### src/rtl/pipe_pkg.sv
// Shared definitions for the pipeline stage-boundary registers.
// Holds per-boundary payload widths, the write-enable bit positions within
// the control vector, and the stage occupancy state encoding.
package pipe_pkg;

  // Control vector width shared by every stage boundary.
  localparam int PIPE_CTRL_W  = 4;

  // Per-boundary payload widths, after packing by the instantiating stage.
  localparam int IFID_DATA_W  = 64;
  localparam int IDEX_DATA_W  = 128;
  localparam int EXMEM_DATA_W = 128;
  localparam int MEMWB_DATA_W = 96;

  // Bit positions of the write enables inside ctrl.
  localparam int CTL_DMEM_WE  = 0;
  localparam int CTL_RF_WE    = 1;
  localparam int CTL_HI_WE    = 2;
  localparam int CTL_LO_WE    = 3;

  // Stage occupancy: nothing held, main entry held, main and skid held.
  typedef enum logic [1:0] {
    ST_EMPTY = 2'd0,
    ST_MAIN  = 2'd1,
    ST_FULL  = 2'd2
  } stage_state_e;

endpackage

### src/rtl/pipe_stage_reg_entry.sv
// pipe_skid_entry: load-enabled W-bit register with async active-high reset.
// Ports: clk, rst, load (capture d this edge), d (next value), q (held value).
// Used for both the main and the skid entry of a pipeline stage register.
module pipe_skid_entry #(
  parameter int W = 8
) (
  input  logic         clk,
  input  logic         rst,
  input  logic         load,
  input  logic [W-1:0] d,
  output logic [W-1:0] q
);

  always_ff @(posedge clk or posedge rst) begin
    if (rst) begin
      q <= '0;
    end else if (load) begin
      q <= d;
    end
  end

endmodule

### src/rtl/pipe_stage_reg.sv
// pipe_stage_reg: valid/ready pipeline stage register with flush-to-bubble,
// optional skid entry (registered in_ready) and a saturating stall counter.
// Ports: in_* upstream side, out_* downstream side, flush, stall_cnt/stall_clr.
module pipe_stage_reg
  import pipe_pkg::*;
#(
  parameter int DATA_W = 128,
  parameter int CTRL_W = 4,
  parameter int SKID   = 1,
  parameter int CNT_W  = 16
) (
  input  logic              clk,
  input  logic              rst,
  input  logic              in_valid,
  output logic              in_ready,
  input  logic [CTRL_W-1:0] in_ctrl,
  input  logic [DATA_W-1:0] in_data,
  input  logic              flush,
  output logic              out_valid,
  input  logic              out_ready,
  output logic [CTRL_W-1:0] out_ctrl,
  output logic [DATA_W-1:0] out_data,
  output logic [CNT_W-1:0]  stall_cnt,
  input  logic              stall_clr
);

  localparam int ENT_W = CTRL_W + DATA_W;

  localparam logic [1:0] S_EMPTY = ST_EMPTY;
  localparam logic [1:0] S_MAIN  = ST_MAIN;
  localparam logic [1:0] S_FULL  = ST_FULL;

  logic [1:0]        state;
  logic [1:0]        state_nxt;
  logic              accept;
  logic              drain;
  logic              main_ld;
  logic              skid_ld;
  logic              main_from_skid;
  logic [ENT_W-1:0]  in_ent;
  logic [ENT_W-1:0]  main_d;
  logic [ENT_W-1:0]  main_q;
  logic [ENT_W-1:0]  skid_q;
  logic [CTRL_W-1:0] main_ctrl;

  assign accept    = in_valid && in_ready;
  assign drain     = out_valid && out_ready;
  assign out_valid = (state != S_EMPTY);
  assign in_ent    = {in_ctrl, in_data};

  always_comb begin
    state_nxt      = state;
    main_ld        = 1'b0;
    skid_ld        = 1'b0;
    main_from_skid = 1'b0;
    if (flush) begin
      // Flush drops everything held and any transfer arriving this edge.
      state_nxt = S_EMPTY;
    end else begin
      case (state)
        S_EMPTY: begin
          if (accept) begin
            state_nxt = S_MAIN;
            main_ld   = 1'b1;
          end
        end
        S_MAIN: begin
          if (accept && drain) begin
            main_ld = 1'b1;
          end else if (accept) begin
            // Only reachable with a skid entry: single-entry in_ready is
            // low whenever main is held and not draining.
            if (SKID != 0) begin
              state_nxt = S_FULL;
              skid_ld   = 1'b1;
            end else begin
              main_ld = 1'b1;
            end
          end else if (drain) begin
            state_nxt = S_EMPTY;
          end
        end
        S_FULL: begin
          if (drain) begin
            state_nxt      = S_MAIN;
            main_ld        = 1'b1;
            main_from_skid = 1'b1;
          end
        end
        default: state_nxt = S_EMPTY;
      endcase
    end
  end

  always_ff @(posedge clk or posedge rst) begin
    if (rst) begin
      state <= S_EMPTY;
    end else begin
      state <= state_nxt;
    end
  end

  assign main_d = main_from_skid ? skid_q : in_ent;

  pipe_skid_entry #(.W(ENT_W)) u_main (
    .clk  (clk),
    .rst  (rst),
    .load (main_ld),
    .d    (main_d),
    .q    (main_q)
  );

  pipe_skid_entry #(.W(ENT_W)) u_skid (
    .clk  (clk),
    .rst  (rst),
    .load (skid_ld),
    .d    (in_ent),
    .q    (skid_q)
  );

  assign main_ctrl = main_q[ENT_W-1:DATA_W];
  assign out_data  = main_q[DATA_W-1:0];
  // A bubble must never present a write enable to the next stage.
  assign out_ctrl  = main_ctrl & {CTRL_W{out_valid}};

  generate
    if (SKID != 0) begin : g_reg_ready
      logic ready_q;
      // Registered ready breaks the combinational out_ready -> in_ready path.
      always_ff @(posedge clk or posedge rst) begin
        if (rst) begin
          ready_q <= 1'b1;
        end else begin
          ready_q <= (state_nxt != S_FULL);
        end
      end
      assign in_ready = ready_q;
    end else begin : g_comb_ready
      assign in_ready = !out_valid || out_ready;
    end
  endgenerate

  always_ff @(posedge clk or posedge rst) begin
    if (rst) begin
      stall_cnt <= '0;
    end else if (stall_clr) begin
      stall_cnt <= '0;
    end else if (out_valid && !out_ready && (stall_cnt != {CNT_W{1'b1}})) begin
      stall_cnt <= stall_cnt + 1'b1;
    end
  end

endmodule

### config.mk
export PLATFORM = sky130hd
export DESIGN_NAME = pipe_stage_reg
export DESIGN_NICKNAME = d
export VERILOG_FILES = /design/src/rtl/pipe_pkg.sv /design/src/rtl/pipe_stage_reg_entry.sv /design/src/rtl/pipe_stage_reg.sv
export SDC_FILE = /design/constraint.sdc
export NUM_CORES = 1
export LEC_CHECK = 0
export BUFFER_PORTS_ARGS = -buffer_cell sky130_fd_sc_hd__buf_2
export CAP_MARGIN = 40
export CELL_PAD_IN_SITES_DETAIL_PLACEMENT = 0
export CELL_PAD_IN_SITES_GLOBAL_PLACEMENT = 1
export CORE_MARGIN = 5
export CORE_UTILIZATION = 43
export CTS_CLUSTER_DIAMETER = 60
export DETAILED_ROUTE_END_ITERATION = 10
export PLACE_DENSITY_LB_ADDON = 0.1
export SLEW_MARGIN = 25
export SYNTH_ARGS = -nofsm -noshare
export SYNTH_HDL_FRONTEND = slang
export SYNTH_SLANG_ARGS = --single-unit
### constraint.sdc
create_clock -name clk -period 13 [get_ports clk]
set_clock_uncertainty 0.2 [all_clocks]
set_input_delay 2.6 -clock clk [delete_from_list [all_inputs] [get_ports clk]]
set_output_delay 2.6 -clock clk [all_outputs]
set_load 0.1 [all_outputs]
# After elaboration in Yosys (flattened, before gate mapping)
# Cells that the tools add are included.
# Widths: inputs -> output; s select.
[totals]
reg_bits = 283
latchBits = 0
ramBits = 0
romBits = 0
inputBits = 138
out_inout_bits = 150
wordCells = 40
n_memories = 0
[op_classes]
add_sub_neg = 1
mul = 0
n_div = 0
magnitude_cmp = 0
eq_ne = 4
shift = 0
mux = 20
bitwise = 1
reduce_logical = 9
[op_table]
columns = ["operator", "count"]
rows = [
  ["$mux 132", 1],
  ["$mux 16", 2],
  ["$add 16x1->16 const B", 1],
  ["$ne 16x16->1 const B", 1],
  ["$mux 2", 6],
  ["$mux 1", 9],
  ["$pmux 2 s3", 1],
  ["$logic_and 1x1->1", 5],
  ["$and 4x4->4", 1],
  ["$reduce_bool 2->1", 2],
  ["$pmux 1 s3", 1],
  ["$eq 2x1->1 const B", 1],
  ["$eq 2x2->1 const B", 1],
  ["$logic_not 2->1", 1],
  ["$ne 2x2->1 const B", 1],
  ["$logic_not 1->1", 1],
]

# Logic depth before layout (Yosys ltp)
# Gate-level depths: netlist of the first run.
[depth]
word_depth = 8
mapped_depth = 8
depth_no_buf = 5

# Modules after synthesis
# From an unflattened synthesis of the first run, not the netlist that was laid out.
[unflattened]
hier_cells = 828
area_unflattened_um2 = 13163.9
[modules_own_cells]
columns = ["module", "instances", "cells_per_inst", "area_per_inst_um2", "seq_area_each_um2"]
rows = [
  ["pipe_skid_entry", 2, 280, 5235.0, 3303.2],
  ["pipe_stage_reg", 1, 268, 2693.8, 476.7],
]

# Worst setup path before layout of the first run
# OpenSTA, ideal clock, no wires.
[synth_path]
path_type = "reg2out"
from = "register state[1]"
to = "output out_ctrl[0]"
arrival_time_ns = 1.903
t_required_ns = 10.200
setup_slack_ns = 8.297
stages_incl_launch_ff = 4
n_path_buf = 1
path_cell_list = "dfrtp_1 > clkbuf_2 > nor2_1 > nor2b_1"
[synth_via]
elab_chain_len = 2
[synth_rtl]
columns = ["element", "line_no", "rtl"]
rows = [
  ["from (decl)", "pipe_stage_reg.sv:33", "logic [1:0] state;"],
  ["from (signal assigned)", "pipe_stage_reg.sv:99", "state <= state_nxt;"],
  ["$reduce_bool 2->1", "pipe_stage_reg.sv:48", "assign out_valid = (state != S_EMPTY);"],
  ["$and 4x4->4", "pipe_stage_reg.sv:124", "assign out_ctrl = main_ctrl & {CTRL_W{out_valid}};"],
  ["to (decl)", "pipe_stage_reg.sv:21", "output logic [CTRL_W-1:0] out_ctrl,"],
]
# No other way between the ends.

# Worst setup path after layout of the first run
[layout_path]
from = "input in_valid"
to = "register u_skid.q[29]"
[layout_via]
elab_chain_len = 5
word_cells_on_any_way = 6
classes_between = "mux (4); reduce/logical (2)"
[layout_rtl]
columns = ["element", "line_no", "rtl"]
rows = [
  ["from (decl)", "pipe_stage_reg.sv:14", "input logic in_valid,"],
  ["$logic_and 1x1->1 *", "pipe_stage_reg.sv:46", "assign accept = in_valid && in_ready;"],
  ["$mux 1 or $logic_and 1x1->1 (tied branches)", "pipe_stage_reg.sv:70, pipe_stage_reg.sv:68", ""],
  ["$mux 1 *", "pipe_stage_reg.sv:68", "if (accept && drain) begin"],
  ["$mux 1 *", "pipe_stage_reg.sv:60", "case (state)"],
  ["$mux 1 *", "pipe_stage_reg.sv:56", "if (flush) begin"],
  ["to (signal assigned)", "pipe_stage_reg_entry.sv:16", "q <= '0;"],
  ["to (signal assigned)", "pipe_stage_reg_entry.sv:18", "q <= d;"],
  ["to (decl)", "pipe_stage_reg_entry.sv:11", "output logic [W-1:0] q"],
]
# Mark *: on every way between the ends. The rest lies on a longest branch, timed or not.
# A chain may end at the register's enable or synchronous reset.

==> impl_results.md, run 1 <==
* Final Cycle Share at 38.0%
* Fin nets at 1393
* First-pass GRT wire length at 45.9 mm
* Number of cell rows at 63
* Maxcap violations at 0
* Yosys cell types at 43
* Layout Utilization at 50.6%
* IO Pins at 288
* Reg2reg setup slack at 9.85 ns
* Placed Cells at 1606
* Hpwl dp at 19.0 mm
* Leading area contributor after synthesis: dfrtp_1
* Commonest register cell after synthesis: dfrtp_1
* DIE HEIGHT at 184 um
* Vias in the first global route at 8334
* Clock sinks at 283
* Run status: finished, final reports clean
* Residual DRC at 0
* Final Hold Fails at 0
* Buf/Inv on CP at 3
* Yosys reg bits at 283
* CTS H-Tree Depth at 2
* Relative slew slack at 29.1%
* Antenna violations before repair at 9
* Vias per std cell at 5.00
* Tmin final at 4.94 ns
* Placed instance area at 13800 um2
* Peak VDD IR at 0.117 mV
* Reg2reg end: u_skid.q[29]
* GPL Wtd Cong at 0.726
* Asr flop ratio synth at 100%
* Most common cell after layout, fill and taps aside: buf_2
* Layout Cell Area excl Fill at 15000 um2
* Required time worst endpoint at 13.17 ns
* Vias post-DR at 8365
* PD cells at 211 nW/um2
* CTS tree: built
* Hold EP: u_skid.q[12]
* CP cell instances: buf_2, nand2_1, nor2_1, nand3_4, buf_4, buf_4, mux2_2
* Post-route antenna net violation count at 0
* Hold Startpoint: u_skid.q[12]
* Syn Inst Count at 1109
* Worst slew pin tran at 1.06 ns
* YS warnings at 0
* Share of cells above drive strength 1 at 39.1%
* Post-synth top area share at 54.3%
* Die Wd at 184 um
* Fillers at 2742
* Crit path max-delay cell type: buf_4
* Setup Viol. Count Final at 0
* Arr. time, crit path at 5.10 ns
* DRT Pass-1 Iters at 6
* Total power at 3.18 mW
* Sequential element share of the synthesized area at 54.5%
* Placeable Area at 29700 um2
* Largest net degree at the start of global routing at 180
* Post-Syn Area per Cell at 11.7 um2
* Final wirelength at 29.1 mm
* Post-synthesis net count at 1248
* Avg WL per Cell at 17.4 um
* Most frequent cells in the layout: buf_2, dfrtp_1, nor2_1, a21oi_1, mux2_2
* Worst r2r src: state[1]
* Main area contributors after synthesis: dfrtp_1, mux2_2, mux2i_1, buf_4, a21oi_1
* Most used cell, CP: buf_4
* Hold_buf cts at 0
* Leakage at 6.57 nW
* Highest cell delay on the worst timing path at 0.77 ns
* Critical path class: in2reg
* 1st-iter DRT viols at 472
* Total track usage at 16.7%
* Worst r2r path cells at 5
* Slew Viols, Final at 0
* Port Buffers at 287
* Initial Utilization at 43.7%
* HP Class: reg2reg
* Startpoint types: primary input
* Netlist Area Pre-Place at 13000 um2
* Clock transition at the registers of the reported paths at 0.05 ns
* RSZ-0062 raised after global routing: false
* CTS buffer count at 35
* Clk buf depth at 3
* Crit end category: flip-flop
* Crit Path Max Fanout at 58
* Die ar. at 33800 um2
* Layout area overhead at 15.7%
* Fmax at 0.203 GHz
* Post-CTS setup buffer count at 0
* Clk Latency, worst-skew pair at 0.50 ns
* Root buffer cell: clkbuf_16
* Hold path depth at 1
* Global route overflow at 0
* CP delay by family, top: buffers and inverters
* Final Instance Count excl. Fillers at 1672
* Number of synthesized flops with an enable pin at 0
* Setup Total Neg Slack at 0 ns
* Post-CTS Resized at 0
## worst reg2reg max path, stage by stage, from the launching register on
cell and delay [ns]:
dfrtp_1 0.48, nor2_1 0.14, nand3_4 0.30, buf_4 0.69, buf_4 0.78, mux2_2 0.44
## stage by stage
| step | setup WS (ns) | hold slack (ns) |
|---|---|---|
| 4_1_cts | 7.99 | 0.306 |
| 6_report | 8.06 | 0.303 |
| 5_1_grt | 7.85 | 0.309 |
| 3_3_place_gp | 7.51 | 0.286 |
| 3_5_place_dp | 7.48 | 0.293 |
| 2_1_floorplan | 2.39 | 0.279 |
## worst max path at each step
stage                  start      endpoint  slack (ns)  cells after the start
floorplan                rst  stall_cnt[0]        2.39                      1
global placement    in_valid  u_skid.q[34]        7.51                      7
detailed placement  in_valid  u_skid.q[52]        7.48                      7
CTS                 in_valid  u_skid.q[29]        7.99                      7
global route        in_valid   u_skid.q[0]        7.85                      7
finish              in_valid  u_skid.q[29]        8.06                      7
## area by class of cell
| class | count | area [um2] | share of cell area [%] |
|---|---|---|---|
| diodes | 5 | 12.5 | 0.0832 |
| clock buffers | 50 | 1040 | 6.95 |
| clock inverters | 10 | 128 | 0.849 |
| inverters | 6 | 30.0 | 0.200 |
| multi-input cells | 629 | 4640 | 30.8 |
| flip-flops and latches | 283 | 7080 | 47.1 |
| well taps | 390 | 488 | 3.24 |
| repair buffers | 299 | 1620 | 10.7 |
## flip-flops by register name, indices dropped and copies added, names as in the netlist
name / flops
stall_cnt: 16
u_skid.q: 132
in_ready: 1
u_main.q: 132
state: 2
## Yosys cell counts, types with 2 or more instances
cell type    n
a31oi_1      3
buf_6        8
a21oi_1    141
nand4_1      5
or3_1        6
nor3b_1      2
nand2_1      8
nor2_1     142
nor3_1       5
or2_2        2
buf_1       13
o31ai_1      3
nor2b_1      6
buf_4      129
buf_2       19
or4_1        4
inv_1        6
o21bai_1     2
dfrtp_1    282
nand2b_1     4
mux2i_1    133
nand3_1      4
mux2_2     135
clkbuf_1    21
o21ai_0      8
## logic make-up after synthesis
group,share of synthesized area (%)
adders and majority gates,0.0962
and+or+nand+nor,6.95
DFF,54.5
AOI/OAI and AO/OA,6.45
buffers and inverters,10.1
muxes,21.9
## power breakdown
part	internal [mW]	total, mW	leakage, nW	switching [mW]
registers	1.09	1.20	3.33	0.107
clock network	0.616	0.978	0.579	0.362
logic	0.221	1.00	2.66	0.784
total	1.93	3.18	6.57	1.25
## layer usage
layer	routed length (um)	vias to the layer above	global-route usage [%]
met5	74	-	0
met4	781	14	5.32
met3	2390	63	6.03
met2	13200	214	25.5
met1	12600	4076	22.5
li1	-	3998	-
(Power assumes the default switching activity.)
==> run 2: changes to the inputs <==
Settings changed: CORE_UTILIZATION 43 to 39.
Clock period 13 ns to 4.5 ns, I/O delays scaled along.
==> run 2 against run 1 <==
Hold slack worse by 0.0025 ns. Global-route usage shrank 1.1 points. Combinational power grew to 2.9 times the previous value.
==> impl_results.md, run 2 (synthesized netlist as in run 1, its figures left out) <==
* P_int at 5.40 mW (+180%)
* Comb pwr share at 32.3% (+0.7 points)
* Antenna violations before repair at 8 (-1)
* Global route overflow at 0 (unchanged)
* Post-CTS Resized at 0 (unchanged)
* Fin nets at 1394 (+0.072%)
* IO Pins at 288 (unchanged)
* Layout area overhead at 15.6%
* Tmin final at 3.02 ns
* Vias in the first global route at 8278 (-0.67%)
* Run status: finished, final reports clean
* Total track usage at 15.6% (-1.1 points)
* RSZ-0062 raised after global routing: false
* Post-route antenna net violation count at 0 (unchanged)
* Placeable Area at 32700 um2 (+10%)
* Clk pwr share at 29.6% (-1.2 points)
* Hold Startpoint: u_skid.q[55]
* Leakage at 6.53 nW (-0.62%)
* CTS H-Tree Depth at 2 (unchanged)
* Final Hold Fails at 0 (unchanged)
* Worst setup path start: state[0]
* Met2 WL at 13.5 mm (+2.0%)
* Vias per std cell at 4.81 (-3.8%)
* Post-place setup slack at 1.79 ns (-5.69 ns)
* CP cell instances: nor2_1, nor2b_1, buf_2
* Startpoint types: flip-flop
* Hold_buf cts at 0 (unchanged)
* Post-Route M1 WL at 12.9 mm (+1.9%)
* Critical path class: reg2out
* Most common cell after layout, fill and taps aside: buf_2
* CTS buffer count at 36 (+2.9%)
* Clock sinks at 283 (unchanged)
* Switching part of the total at 40.1% (+0.67 points)
* Fillers at 3137 (+14%)
* Final wirelength at 29.4 mm (+1.1%)
* Maxcap violations at 0 (unchanged)
* Peak VDD IR at 0.315 mV (+170%)
* Share of cells above drive strength 1 at 38.8% (-0.30 points)
* Root buffer cell: clkbuf_16
* Area of the multi-input gates at 4640 um2 (unchanged)
* Post-CTS setup buffer count at 0 (unchanged)
* Port Buffers at 287 (unchanged)
* Flop pwr share at 38.1% (+0.5 points)
* Met3 WL at 2.47 mm (+3.5%)
* Initial Utilization at 39.7% (-4.0 points)
* HP Class: reg2reg
* GPL Wtd Cong at 0.731 (+0.66%)
* Final Cycle Share at 67.0%
* Crit path max-delay cell type: dfrtp_1
* Clk buf depth at 3 (unchanged)
* CP delay by family, top: flip-flops
* Number of cell rows at 66 (+4.8%)
* Die Wd at 193 um (+4.7%)
* Buf/Inv on CP at 1 (-2)
* Clock transition at the registers of the reported paths at 0.05 ns (about the same)
* 1st-iter DRT viols at 410 (-13%)
* Residual DRC at 0 (unchanged)
* Fmax at 0.332 GHz
* Die ar. at 37100 um2 (+9.7%)
* First-pass GRT wire length at 46.6 mm (+1.6%)
* Vias post-DR at 8298 (-0.80%)
* Avg WL per Cell at 17.1 um (-2.0%)
* Highest Signal Layer: met5
* Clk Latency, worst-skew pair at 0.50 ns (about the same)
* Relative slew slack at 52.6% (+23 points)
* Top Registers: u_main.q x132, u_skid.q x132, stall_cnt x16
* Worst r2r src: stall_cnt[0]
* Crit Path Max Fanout at 10 (-83%)
* Crit end category: output port
* Highest cell delay on the worst timing path at 0.55 ns (-0.22 ns)
* Setup Viol. Count Final at 0 (unchanged)
* Arr. time, crit path at 1.92 ns (-3.18 ns)
* Largest net degree at the start of global routing at 137 (-24%)
* Hpwl dp at 19.3 mm (+1.6%)
* DRT Pass-1 Iters at 4 (-2)
* Setup ws final at 1.48 ns (-6.58 ns)
* Hold slack at 0.300 ns (-0.00253 ns)
* Net switching power figure at 3.61 mW (+190%)
* DIE HEIGHT at 193 um (+4.7%)
* Setup Total Neg Slack at 0 ns (unchanged)
* Most frequent cells in the layout: buf_2, dfrtp_1, nor2_1, a21oi_1, mux2_2
* Required time worst endpoint at 3.40 ns (-9.77 ns)
* PD cells at 600 nW/um2 (+180%)
* Worst slew pin tran at 0.710 ns (-0.353 ns)
* Slew Viols, Final at 0 (unchanged)
* Sequential Area at 7080 um2 (unchanged)
* CTS tree: built
==> run 2: cell types whose count changed in the layout (fill, tap and decap cells not counted), sizes merged <==
cell | previous run | this run
clkbuf | 50 | 55
bufinv | 3 | 0
clkinv | 6 | 7
inv | 6 | 5
diode | 5 | 3
==> run 2: worst paths after layout <==
| path | end | slack (ns) | cells past startpoint |
|---|---|---|---|
| setup / recovery | out_ctrl[3] | 1.48 | 3 |
| max in group asynchronous | u_main.q[91] | 2.74 | 3 |
| hold reg to reg | u_skid.q[55] | 0.30 | 1 |
| setup reg to reg | stall_cnt[6] | 2.09 | 6 |
| hold / removal | u_skid.q[55] | 0.30 | 1 |
| min in group asynchronous | u_skid.q[11] | 0.32 | 2 |
==> run 2: layout make-up <==
type	instances	share of cell area, %
multi-input combinational	629	30.9
clock buffer	55	7.08
timing repair buffer	299	10.7
sequential	283	47.2
tap	442	3.68
clock inverter	7	0.233
inverter	6	0.175
antenna	3	0.0500
==> run 2: metal layers <==
layer | vias up | global-route usage, %
met3 | 50 | 5.92
met5 | - | 0
met2 | 193 | 24.4
met1 | 4026 | 20.8
li1 | 4015 | -
met4 | 14 | 3.48
==> run 2: power by group through the flow <==
stage / sequential (mW) / clock (mW) / combinational, mW
after global placement: 3.46 / 0 / 2.92
after global routing: 3.51 / 2.88 / 3.06
after detailed placement: 3.48 / 0 / 2.94
final: 3.43 / 2.67 / 2.91
after CTS: 3.44 / 2.77 / 2.94
after floorplan: 3.41 / 0 / 2.80
==> run 2: metrics by stage <==
step | power (mW) | instance area, um2 | util, % | cells
2_1_floorplan | 6.21 | 13000 | - | 1109
3_3_place_gp | 6.38 | 13900 | 42.5 | 1658
3_5_place_dp | 6.42 | 13900 | 42.6 | 1659
4_1_cts | 9.15 | 15000 | 45.9 | 1721
5_1_grt | 9.46 | 15000 | 45.9 | 1722
6_report | 9.01 | 15000 | 45.9 | 1724
